**config.mk**
```make
export PLATFORM = sky130hd
export DESIGN_NAME = clock_set_ctrl
export DESIGN_NICKNAME = d
export VERILOG_FILES = /design/src/rtl/clock_set_ctrl_pkg.sv /design/src/rtl/clock_set_ctrl_tick_gen.sv /design/src/rtl/clock_set_ctrl.sv
export SDC_FILE = /design/constraint.sdc
export NUM_CORES = 1
export LEC_CHECK = 0
export BUFFER_PORTS_ARGS = -buffer_cell sky130_fd_sc_hd__buf_2
export CAP_MARGIN = 5
export CORE_MARGIN = 2
export CORE_UTILIZATION = 55
export CTS_CLUSTER_DIAMETER = 200
export CTS_CLUSTER_SIZE = 20
export DETAILED_ROUTE_END_ITERATION = 6
export PLACE_DENSITY = 0.7
export SETUP_SLACK_MARGIN = 0.15
export SYNTH_ARGS = -nofsm -noshare
export SYNTH_HDL_FRONTEND = slang
export SYNTH_SLANG_ARGS = --single-unit
```
**constraint.sdc**
```tcl
create_clock -name CLK -period 4.5 [get_ports CLK]
set_input_delay 0.675 -clock CLK [delete_from_list [all_inputs] [get_ports CLK]]
set_output_delay 0.675 -clock CLK [all_outputs]
set_load 0.02 [all_outputs]
```
**src/rtl/clock_set_ctrl_pkg.sv**
```systemverilog
// Shared definitions for the clock-setting controller: mode encodings and
// default timing parameters.
package clock_set_ctrl_pkg;

   typedef enum logic [1:0] {
      ST_RUN  = 2'd0,
      ST_SETH = 2'd1,
      ST_SETM = 2'd2
   } state_t;

   localparam int DIV_DEFAULT     = 32'd32768;
   localparam int REP_DLY_DEFAULT = 32'd4;
   localparam int REP_PER_DEFAULT = 32'd1;

endpackage

```
**src/rtl/clock_set_ctrl_tick_gen.sv**
```systemverilog
// Prescaler: counts CLK cycles 0..DIV-1 and flags each 1/8-second subtick
// and the once-per-second tick on the last count of each period.
module tick_gen
   import clock_set_ctrl_pkg::*;
#(
   parameter int DIV = DIV_DEFAULT
) (
   input  logic CLK,
   input  logic RST,
   input  logic CLR,
   output logic SUBTICK,
   output logic SECTICK
);

   localparam int SUB = DIV / 8;
   localparam int PW  = $clog2(DIV);
   localparam int SW  = $clog2(SUB);

   localparam logic [PW-1:0] PCNT_LAST = PW'(DIV - 1);
   localparam logic [SW-1:0] SUB_LAST  = SW'(SUB - 1);

   logic [PW-1:0] pcnt_r;
   logic [SW-1:0] sub_r;

   // Second and subtick counters; the subtick counter rolls over in step with PCNT
   always_ff @(posedge CLK) begin
      if (RST || CLR) begin
         pcnt_r <= {PW{1'b0}};
         sub_r  <= {SW{1'b0}};
      end else begin
         pcnt_r <= (pcnt_r == PCNT_LAST) ? {PW{1'b0}} : pcnt_r + PW'(1'b1);
         sub_r  <= (sub_r == SUB_LAST) ? {SW{1'b0}} : sub_r + SW'(1'b1);
      end
   end

   assign SUBTICK = (sub_r == SUB_LAST);
   assign SECTICK = (pcnt_r == PCNT_LAST);

endmodule

```
**src/rtl/clock_set_ctrl.sv**
```systemverilog
// Clock-setting controller: RUN/SETH/SETM mode FSM, set-button auto-repeat,
// blink blanking of the digits being set and the seconds-counter enable.
module clock_set_ctrl
   import clock_set_ctrl_pkg::*;
#(
   parameter int DIV     = DIV_DEFAULT,
   parameter int REP_DLY = REP_DLY_DEFAULT,
   parameter int REP_PER = REP_PER_DEFAULT
) (
   input  logic       CLK,
   input  logic       RST,
   input  logic       MODE,
   input  logic       UP,
   output logic       SECEN,
   output logic       SECCLR,
   output logic       MININC,
   output logic       HOURINC,
   output logic       BLANKH,
   output logic       BLANKM,
   output logic [1:0] STATE
);

   localparam int REP_MAX = (REP_DLY > REP_PER) ? REP_DLY : REP_PER;
   localparam int REP_W   = $clog2(REP_MAX + 1);
   localparam logic [REP_W-1:0] REP_DLY_C = REP_W'(REP_DLY);
   localparam logic [REP_W-1:0] REP_PER_C = REP_W'(REP_PER);

   state_t           state_r, state_next_s;
   logic             mode_prev_r, up_prev_r;
   logic             mode_rise_s, up_rise_s, set_mode_s;
   logic             subtick_s, sectick_s, clr_s;
   logic             rep_act_r, rep_act_next_s;
   logic             rep_run_r, rep_run_next_s;
   logic [REP_W-1:0] rep_cnt_r, rep_cnt_next_s, rep_target_s;
   logic             inc_s;
   logic [1:0]       blink_cnt_r, blink_cnt_next_s;
   logic             blink_off_r, blink_off_next_s;
   logic             secen_r, secclr_r, mininc_r, hourinc_r, blankh_r, blankm_r;

   tick_gen #(.DIV(DIV)) u_tick_gen (
      .CLK     (CLK),
      .RST     (RST),
      .CLR     (clr_s),
      .SUBTICK (subtick_s),
      .SECTICK (sectick_s)
   );

   assign mode_rise_s  = MODE & ~mode_prev_r;
   assign up_rise_s    = UP & ~up_prev_r;
   assign set_mode_s   = (state_r == ST_SETH) || (state_r == ST_SETM);
   assign clr_s        = (state_r == ST_SETM) && mode_rise_s;
   assign rep_target_s = rep_run_r ? REP_PER_C : REP_DLY_C;

   // Mode sequencing; an unexpected encoding falls back to RUN
   always_comb begin
      state_next_s = state_r;
      case (state_r)
         ST_RUN:  state_next_s = mode_rise_s ? ST_SETH : ST_RUN;
         ST_SETH: state_next_s = mode_rise_s ? ST_SETM : ST_SETH;
         ST_SETM: state_next_s = mode_rise_s ? ST_RUN  : ST_SETM;
         default: state_next_s = ST_RUN;
      endcase
   end

   // Increment request and auto-repeat; a MODE edge outranks UP and kills any pending repeat
   always_comb begin
      inc_s          = 1'b0;
      rep_act_next_s = rep_act_r;
      rep_run_next_s = rep_run_r;
      rep_cnt_next_s = rep_cnt_r;
      if (mode_rise_s || !UP || !set_mode_s) begin
         rep_act_next_s = 1'b0;
         rep_run_next_s = 1'b0;
         rep_cnt_next_s = {REP_W{1'b0}};
      end else if (up_rise_s) begin
         inc_s          = 1'b1;
         rep_act_next_s = 1'b1;
         rep_run_next_s = 1'b0;
         rep_cnt_next_s = {REP_W{1'b0}};
      end else if (rep_act_r && subtick_s) begin
         if ((rep_cnt_r + REP_W'(1'b1)) == rep_target_s) begin
            inc_s          = 1'b1;
            rep_run_next_s = 1'b1;
            rep_cnt_next_s = {REP_W{1'b0}};
         end else begin
            rep_cnt_next_s = rep_cnt_r + REP_W'(1'b1);
         end
      end else begin
         rep_cnt_next_s = rep_cnt_r;
      end
   end

   // Blink phase: restarts "on" after any increment or mode change, flips every 4 subticks
   always_comb begin
      blink_cnt_next_s = blink_cnt_r;
      blink_off_next_s = blink_off_r;
      if (inc_s || (state_next_s != state_r)) begin
         blink_cnt_next_s = 2'd0;
         blink_off_next_s = 1'b0;
      end else if (subtick_s) begin
         if (blink_cnt_r == 2'd3) begin
            blink_cnt_next_s = 2'd0;
            blink_off_next_s = ~blink_off_r;
         end else begin
            blink_cnt_next_s = blink_cnt_r + 2'd1;
         end
      end else begin
         blink_cnt_next_s = blink_cnt_r;
      end
   end

   // State, edge history, counters and registered outputs
   always_ff @(posedge CLK) begin
      if (RST) begin
         state_r     <= ST_RUN;
         mode_prev_r <= 1'b1;
         up_prev_r   <= 1'b1;
         rep_act_r   <= 1'b0;
         rep_run_r   <= 1'b0;
         rep_cnt_r   <= {REP_W{1'b0}};
         blink_cnt_r <= 2'd0;
         blink_off_r <= 1'b0;
         secen_r     <= 1'b0;
         secclr_r    <= 1'b0;
         mininc_r    <= 1'b0;
         hourinc_r   <= 1'b0;
         blankh_r    <= 1'b0;
         blankm_r    <= 1'b0;
      end else begin
         state_r     <= state_next_s;
         mode_prev_r <= MODE;
         up_prev_r   <= UP;
         rep_act_r   <= rep_act_next_s;
         rep_run_r   <= rep_run_next_s;
         rep_cnt_r   <= rep_cnt_next_s;
         blink_cnt_r <= blink_cnt_next_s;
         blink_off_r <= blink_off_next_s;
         secen_r     <= sectick_s && (state_r == ST_RUN) && (state_next_s == ST_RUN);
         secclr_r    <= clr_s;
         mininc_r    <= inc_s && (state_r == ST_SETM);
         hourinc_r   <= inc_s && (state_r == ST_SETH);
         blankh_r    <= (state_next_s == ST_SETH) && blink_off_next_s;
         blankm_r    <= (state_next_s == ST_SETM) && blink_off_next_s;
      end
   end

   assign SECEN   = secen_r;
   assign SECCLR  = secclr_r;
   assign MININC  = mininc_r;
   assign HOURINC = hourinc_r;
   assign BLANKH  = blankh_r;
   assign BLANKM  = blankm_r;
   assign STATE   = state_r;

endmodule

```
==> results of run 1 <==
path summary, 6_finish.rpt:
check	start	endpoint	cells past startpoint	slack, ns
hold / removal	u_tick_gen.pcnt_r[0]	u_tick_gen.pcnt_r[0]	1	0.48
hold reg to reg	u_tick_gen.pcnt_r[0]	u_tick_gen.pcnt_r[0]	1	0.48
setup reg to reg	u_tick_gen.sub_r[0]	BLANKM	6	2.45
setup / recovery	u_tick_gen.sub_r[0]	BLANKM	6	2.45
where the power goes:
part	switching (mW)	internal [mW]
clock	0.119	0.0739
sequential	0.00613	0.404
combinational	0.0174	0.0105
total	0.142	0.489
metrics by stage:
step	cell area (sq um)	power [mW]	hold slack, ns
after global placement	2060	0.446	0.442
after floorplan	1970	0.440	0.430
after CTS	2120	0.639	0.483
final	2120	0.631	0.476
after detailed placement	2060	0.447	0.455
after global routing	2120	0.658	0.518
sequential cells by signal, indices dropped and copies added, names as in the netlist:
| name | cells |
|---|---|
| blink_cnt_r | 2 |
| rep_act_r | 1 |
| mode_prev_r | 1 |
| HOURINC | 1 |
| SECCLR | 1 |
| rep_run_r | 1 |
| SECEN | 1 |
| rep_cnt_r | 3 |
| BLANKH | 1 |
| BLANKM | 1 |
| STATE | 2 |
| u_tick_gen.sub_r | 12 |
| up_prev_r | 1 |
| blink_off_r | 1 |
| MININC | 1 |
| u_tick_gen.pcnt_r | 15 |
worst max-delay path: cells and delay by family, from the launching register on:
family	cells	cell delay, ns
AND/OR/NAND/NOR	5	1.26
flip-flops	1	0.39
adder cells (fa/ha/maj)	1	0.27
layout make-up:
class                      count  area [sq um]  share of cell area (%)
tap                           46          57.6                    2.72
inverter                      12          45.0                    2.13
clock buffer                   7          55.1                    2.60
sequential                    45           901                    42.5
multi-input combinational    157          1010                    47.5
timing repair buffer          11          55.1                    2.60
logic make-up after synthesis:
kind of cell	count (synthesis)	share of synthesized area, %
xor gates and xnor gates	25	11.1
DFF	45	45.8
muxes	5	2.55
and+or+nand+nor	109	29.3
buffers and inverters	15	2.99
adders and majority gates	8	5.09
AOI/OAI and AO/OA	10	3.12
layout by cell type (no fill, tap or decap), drive strengths merged:
master  instances
xor2           10
and2            1
nand2          12
o221ai          1
a211o           1
and3            5
a21o            1
xnor2          15
or2             3
clkbuf          7
or4b            1
a21oi           4
nor4            5
or4             1
and4            3
o21ai           2
nand3          10
buf            11
nor2           46
nor3           10
a31oi           1
mux2i           5
dfxtp          45
nor2b           5
nand3b          1
ha              8
inv            12
nand2b          2
and2b           1
nand4           3
layer usage:
metal	up-vias	GRT usage, %	wire, um
met2	18	32.4	1620
li1	752	-	-
met1	674	22.2	1570
met3	8	5.99	101
met4	0	8.42	71
met5	-	0	0
==> results.cfg, run 1 <==
[pwr]
leakagePower_nw = 0.836
ir_drop_uv = 204
power.density_nw_per_um2 = 298

[global_routing]
grt_pass1_vias = 1467
grt_usage_pct = 19.2
grt_pass1_wl_mm = 6.11
grt_overflow = 0
grt_max_degree = 13
antenna_found_initial = 0

[cts]
tritoncts = done
holdBufCountCts = 0
clkSinkCount = 45
cts_buffer_depth = 2
clock_latency_ns = 0.35
post_cts_buffers = 0
cts_resized = 0
cts-htree-levels = 2
cts_root_buf = clkbuf_4
cts_buffers = 5
path_clk_slew_ns = 0.12

[route]
viasPerCell = 5.22
detail_route.wl_per_cell_um = 12.1
firstDrtPassIters = 4
ant_nets = 0
finalWirelength_mm = 3.36
first_iter_violations = 76
vias = 1452
drc = 0

[worst_setup_path]
crit_chain = ha_1, nand4_4, or4_4, nor4_4, nand2b_1, nor3_1
cp-end-kind = flop
crit_required_ns = 4.72
slowest_stage = or4_4
critPathArrivalTime_ns = 2.28
path_class = flop to flop
crit_fanout = 5
cp-start-kind = flop
slowest_delay_ns = 0.62

[synthesis]
syn_area_per_cell_sq_um = 9.06
synth.area.top_cells = dfxtp_1, nor2_1, xnor2_1
ys_async_sr_fraction_pct = 0
postSynthNetCount = 229
seq_area_frac_synth_pct = 45.8
synth.top_cell.area_share_pct = 45.8
synth_cell_types = 35
synth_top_area_cell = dfxtp_1
ys_ff_latch = 45
synth_edf_count = 0
yosys-top-cells-count = nor2_1, dfxtp_1, xnor2_1
synthesis.area_sq_um = 1970
synth_ff_type = dfxtp_1
synth_most_common_cell = nor2_1
synthCells = 217
ys.warnings.count = 0

[place]
gp_congestion = 0.901
io_buffers = 11
dp.cells = 271
hpwlAfterDp_mm = 2.49
place_ws_ns = 2.18

[final_layout]
fin_util_pct = 62.5
finalNonFillerCells = 278
nFillCells = 292
area_growth_pct = 7.83
antennaDiodeCount = 0
drive_above_1_share_pct = 11.2
fin_nets = 244

[floorplan]
core_area_sq_um = 3390
rows = 21
die_h_um = 63.8
die_x_um = 63.8
die_area_sq_um = 4070
io_pins = 12
start_util_pct = 58.0

[sta]
worstMarginPinSlew_ns = 0.515
fin_ws_ns = 2.45
finalHoldViolCount = 0
relSlewSlack_pct = 65.6
setup_tns_ns = 0
rsz0062_at_grt = no
skew_ns = 0.0122
setup_viol = 0
slew_violations = 0
period_share_pct = 45.6
fmax_ghz = 0.487
period_minus_slack_ns = 2.05

[hold_path]
holdCritPathClass = flop to flop

[run]
max_cap_viol_count = 0

[outcome]
status = complete, no violations
No activity file was read; power rests on OpenSTA's default activity.
==> inputs of run 2 (changes only) <==
Clock period 4.5 ns to 2 ns, I/O delays scaled along.
==> run 2 against run 1 <==
  * Utilization grew 3.6 points
  * Clock power is 150% higher
  * Fmax increased by 17%
  * Combinational power rose to 2.6 times the previous value
  * Routed wire length grew 5.3%
  * Via count up 3.9%
  * Power increased by 130%
  * Die area unchanged
  * Flip-flop and latch count unchanged
  * Non-clock buffer count is 9 higher
  * Critical endpoint is now BLANKH
  * Largest cell class unchanged
  * Largest power group unchanged
  * Highest routed layer unchanged
==> results.cfg, run 2 (synthesis gave the netlist of run 1 again) <==
[sta]
relSlewSlack_pct = 68.4
rsz0062_at_grt = yes
period_minus_slack_ns = 1.75
fmax_ghz = 0.570
slew_violations = 0
fin_ws_ns = 0.246
setup_tns_ns = 0
worstMarginPinSlew_ns = 0.471
whs_ns = 0.147
period_share_pct = 87.7
setup_viol = 0
skew_ns = 0.00632
finalHoldViolCount = 0

[cts]
clock_latency_ns = 0.35
cts-htree-levels = 2
cts_buffer_depth = 2
path_clk_slew_ns = 0.12
cts_buffers = 5
tritoncts = done
holdBufCountCts = 0
clkSinkCount = 45
cts_root_buf = clkbuf_4

[floorplan]
rows = 21
io_pins = 12
start_util_pct = 58.0
die_x_um = 63.8
die_area_sq_um = 4070
core_area_sq_um = 3390
die_h_um = 63.8

[worst_setup_path]
r2r_cells = 6
rr_endpoint = BLANKH
cp-end-kind = flop
cp-start-kind = flop
path_class = flop to flop
slowest_delay_ns = 0.48
slowest_stage = or4_4
reg2reg_from = u_tick_gen.sub_r[0]
cp_top_family = simple AND/OR/NAND/NOR gates
path_buf_inv = 0
crit_chain = ha_4, nand4_4, or4_4, nor4_4, nand2b_4, nor3_1
r2r_setup_slack_ns = 0.25
crit_fanout = 5
critPathArrivalTime_ns = 1.99
crit_required_ns = 2.24

[global_routing]
globalRouteMet3Util_pct = 4.23
grt_pass1_vias = 1437
use_met1_pct = 22.1
gr-max-usage-layer = met2
grt_max_degree = 14
grt_pass1_wl_mm = 6.02
antenna_found_initial = 0
grt_overflow = 0
gr-usage-met2_pct = 32.8
grt_usage_pct = 18.6

[pwr]
clkPwrFrac_pct = 32.4
power_switching_mw = 0.333
power.density_nw_per_um2 = 659
p_int_mw = 1.15
pwr-share-seq_pct = 62.6
ir_drop_uv = 503
comb_power_share_pct = 4.9
swShare_pct = 22.5
leakagePower_nw = 0.892

[route]
firstDrtPassIters = 4
first_iter_violations = 57
vias = 1508
ant_nets = 0
drc = 0
viasPerCell = 5.24
detail_route.wl_per_cell_um = 12.3
finalWirelength_mm = 3.54

[final_layout]
finalNonFillerCells = 288
final_common_cell = nor2_1
fin_nets = 253
mostFrequentLayoutCells = nor2_1, dfxtp_1, xnor2_1, inv_1
antennaDiodeCount = 0
area_growth_pct = 14.1
drive_above_1_share_pct = 19.0
reg.largest.list = u_tick_gen.pcnt_r (15), u_tick_gen.sub_r (12), rep_cnt_r (3)
largest_reg_flops = 15
top_register = u_tick_gen.pcnt_r

[place]
gp_congestion = 0.825
dp.cells = 276
hpwlAfterDp_mm = 2.62
io_buffers = 11
place_ws_ns = 0.0133

[run]
max_cap_viol_count = 0

[outcome]
status = complete, no violations

[hold_path]
hold_end = mode_prev_r
min_from = MODE
holdCritPathClass = input pin to flop
whs_path_depth = 2
==> run 2: cell type report <==
class,count,area (sq um)
Tap cell,46,57.6
Timing Repair Buffer,20,123
Fill cell,273,1150
Multi-Input combinational cell,157,1040
Inverter,12,45.0
Clock inverter,1,5.00
Clock buffer,7,65.1
Sequential cell,45,908
==> run 2: worst max path at each step <==
stage	startpoint	to	slack [ns]	cells past startpoint
finish	u_tick_gen.sub_r[0]	BLANKH	0.25	6
global route	u_tick_gen.sub_r[5]	rep_cnt_r[2]	0.09	6
floorplan	u_tick_gen.sub_r[0]	BLANKH	0.17	6
global placement	u_tick_gen.sub_r[0]	BLANKM	0.1	6
CTS	u_tick_gen.sub_r[1]	rep_cnt_r[2]	0.16	6
detailed placement	u_tick_gen.sub_r[0]	BLANKH	0.01	6
==> run 2: power by group through the flow <==
stage	Clock [mW]	Combinational, mW	Sequential (mW)
global placement	0	0.0644	0.943
detailed placement	0	0.0672	0.944
CTS	0.494	0.0677	0.925
finish	0.480	0.0729	0.926
global route	0.531	0.0823	0.929
floorplan	0	0.0464	0.943
==> run 2: worst reg2reg max path: cells and delay by family (launching register included) <==
family	cells	cell delay [ns]
fa+ha+maj	1	0.16
flops	1	0.38
simple gates	5	1.11
==> run 2: metrics by stage <==
| step | instance area (sq um) | utilization, % | power (mW) |
|---|---|---|---|
| detailed placement | 2100 | 62.1 | 1.01 |
| CTS | 2180 | 64.4 | 1.49 |
| global route | 2240 | 66.1 | 1.54 |
| finish | 2240 | 66.1 | 1.48 |
| global placement | 2100 | 62.1 | 1.01 |
| floorplan | 1970 | - | 0.990 |
==> run 2: repair_timing <==
action	CTS	global route
pin swaps	1	1
endpoints found under the setup margin	7	20
setup buffers	0	4
endpoints found under the hold margin	0	0
resized for setup	2	8
==> run 2: per-layer routing <==
metal	routed length, um	part of all wire [%]	vias to the layer above
met5	0	0	-
met3	102	2.9	4
li1	-	-	771
met1	1600	45	716
met4	29	0.82	0
met2	1800	51	17
==> inputs of run 3 (changes only) <==
Settings changed: BUFFER_PORTS_ARGS -buffer_cell sky130_fd_sc_hd__buf_2 to -buffer_cell sky130_fd_sc_hd__buf_4, CELL_PAD_IN_SITES_DETAIL_PLACEMENT set to 1, CELL_PAD_IN_SITES_GLOBAL_PLACEMENT set to 1, CORE_UTILIZATION 55 to 45, PLACE_DENSITY 0.7 to 0.74.
==> run 3 against run 2 <==
  * Via count grew 1.3%
  * Clock power grew 15%
  * Worst hold slack gained 0.046 ns
  * Combinational power grew 6.9%
  * Die area grew 21%
  * Sequential share of layout area shrank 1.1 points
  * Largest cell class unchanged
==> results.cfg, run 3 (synthesis gave the netlist of run 1 again) <==
[route]
detail_route.wl_per_cell_um = 15.2
finalWirelength_mm = 4.46
viasPerCell = 5.19
vias = 1527
firstDrtPassIters = 2
first_iter_violations = 37
ant_nets = 0
drc = 0

[sta]
skew_ns = 0.00660
period_minus_slack_ns = 1.81
fmax_ghz = 0.552
setup_tns_ns = 0
finalHoldViolCount = 0
worstMarginPinSlew_ns = 0.444
rsz0062_at_grt = yes
relSlewSlack_pct = 70.1
whs_ns = 0.192
slew_violations = 0
period_share_pct = 90.7
setup_viol = 0

[pwr]
p_int_mw = 1.19
power_switching_mw = 0.369
ir_drop_uv = 362
swShare_pct = 23.7
pwr-share-seq_pct = 59.5
clkPwrFrac_pct = 35.5
power.density_nw_per_um2 = 673
comb_power_share_pct = 5.0
leakagePower_nw = 0.892

[floorplan]
io_pins = 12
rows = 24
die_area_sq_um = 4910
die_x_um = 70.1
start_util_pct = 45.8
core_area_sq_um = 4290
die_h_um = 70.1

[place]
hpwlAfterDp_mm = 3.26
dpl_cell_area_sq_um = 2150
gp_congestion = 0.813
io_buffers = 11
dp.cells = 284

[final_layout]
area_growth_pct = 17.7
fin_nets = 253
antennaDiodeCount = 0
final_common_cell = nor2_1
mostFrequentLayoutCells = nor2_1, dfxtp_1, buf_4, xnor2_1, inv_1
multiInputGateArea_sq_um = 1050
top_register = u_tick_gen.pcnt_r
largest_reg_flops = 15
drive_above_1_share_pct = 19.8
fin_util_pct = 53.9
finalNonFillerCells = 294
seqCellArea_sq_um = 911
reg.largest.list = u_tick_gen.pcnt_r (15), u_tick_gen.sub_r (12), rep_cnt_r (3)
nFillCells = 519
final_area_sq_um = 2310

[hold_path]
min_from = MODE
holdCritPathClass = input pin to flop

[worst_setup_path]
startpoint = u_tick_gen.sub_r[0]
critPathArrivalTime_ns = 2.00
crit_fanout = 4
slowest_stage = or4_4
crit_required_ns = 2.18
cp-end-kind = flop
slowest_delay_ns = 0.48
crit_chain = ha_4, nand4_4, or4_4, nor4_4, nand2b_4, nor3_1
reg2reg_from = u_tick_gen.sub_r[0]
path_class = flop to flop
cp-start-kind = flop

[cts]
cts_buffer_depth = 2
holdBufCountCts = 0
clock_latency_ns = 0.30
path_clk_slew_ns = 0.08
tritoncts = done
cts_buffers = 5
clkSinkCount = 45
cts-htree-levels = 2
cts_root_buf = clkbuf_8

[outcome]
status = complete, no violations

[global_routing]
grt_max_degree = 15
antenna_found_initial = 0
grt_overflow = 0
grt_pass1_vias = 1686
grt_pass1_wl_mm = 7.62
grt_usage_pct = 19.5

[run]
max_cap_viol_count = 0
==> run 3: critical path: cells and delay by family (launching register included) <==
kind,cells,cell delay [ns]
adder cells (fa/ha/maj),1,0.16
flip-flops,1,0.38
AND/OR/NAND/NOR,5,1.16
==> run 3: metal layers <==
metal	up-vias	wire [um]	global-route usage [%]
met5	-	0	0
met4	0	79	6.84
met3	9	69	4.76
met2	9	2380	36.0
met1	740	1930	21.7
li1	769	-	-
==> run 3: final cells by class <==
class / count / share of cell area, %
timing repair buffer: 20 / 6.49
clock buffer: 6 / 3.14
tap: 52 / 2.81
clock inverter: 2 / 0.649
sequential: 45 / 39.4
inverter: 12 / 1.95
multi-input combinational: 157 / 45.6
==> run 3: path summary, 6_finish.rpt <==
path	end	cells past startpoint	slack, ns
hold / removal	mode_prev_r	2	0.19
hold reg to reg	u_tick_gen.sub_r[0]	1	0.45
setup reg to reg	BLANKH	6	0.19
setup / recovery	BLANKH	6	0.19
==> run 3: repair_timing <==
action | CTS | global route
buffers inserted | 0 | 2
endpoints found under the setup margin | 18 | 19
pin swaps | 1 | 5
resized for setup | 6 | 9
==> run 3: power by group through the flow <==
stage	Clock, mW	Combinational [mW]	Sequential, mW
2_1_floorplan	0	0.0464	0.943
3_3_place_gp	0	0.0670	0.944
3_5_place_dp	0	0.0723	0.945
4_1_cts	0.578	0.0751	0.927
5_1_grt	0.612	0.0875	0.929
6_report	0.553	0.0779	0.926
==> run 3: per-stage QoR <==
step / power (mW) / worst slack, ns
6_report: 1.56 / 0.187
3_3_place_gp: 1.01 / 0.138
2_1_floorplan: 0.990 / 0.170
5_1_grt: 1.63 / 0.109
3_5_place_dp: 1.02 / 0.0758
4_1_cts: 1.58 / 0.165
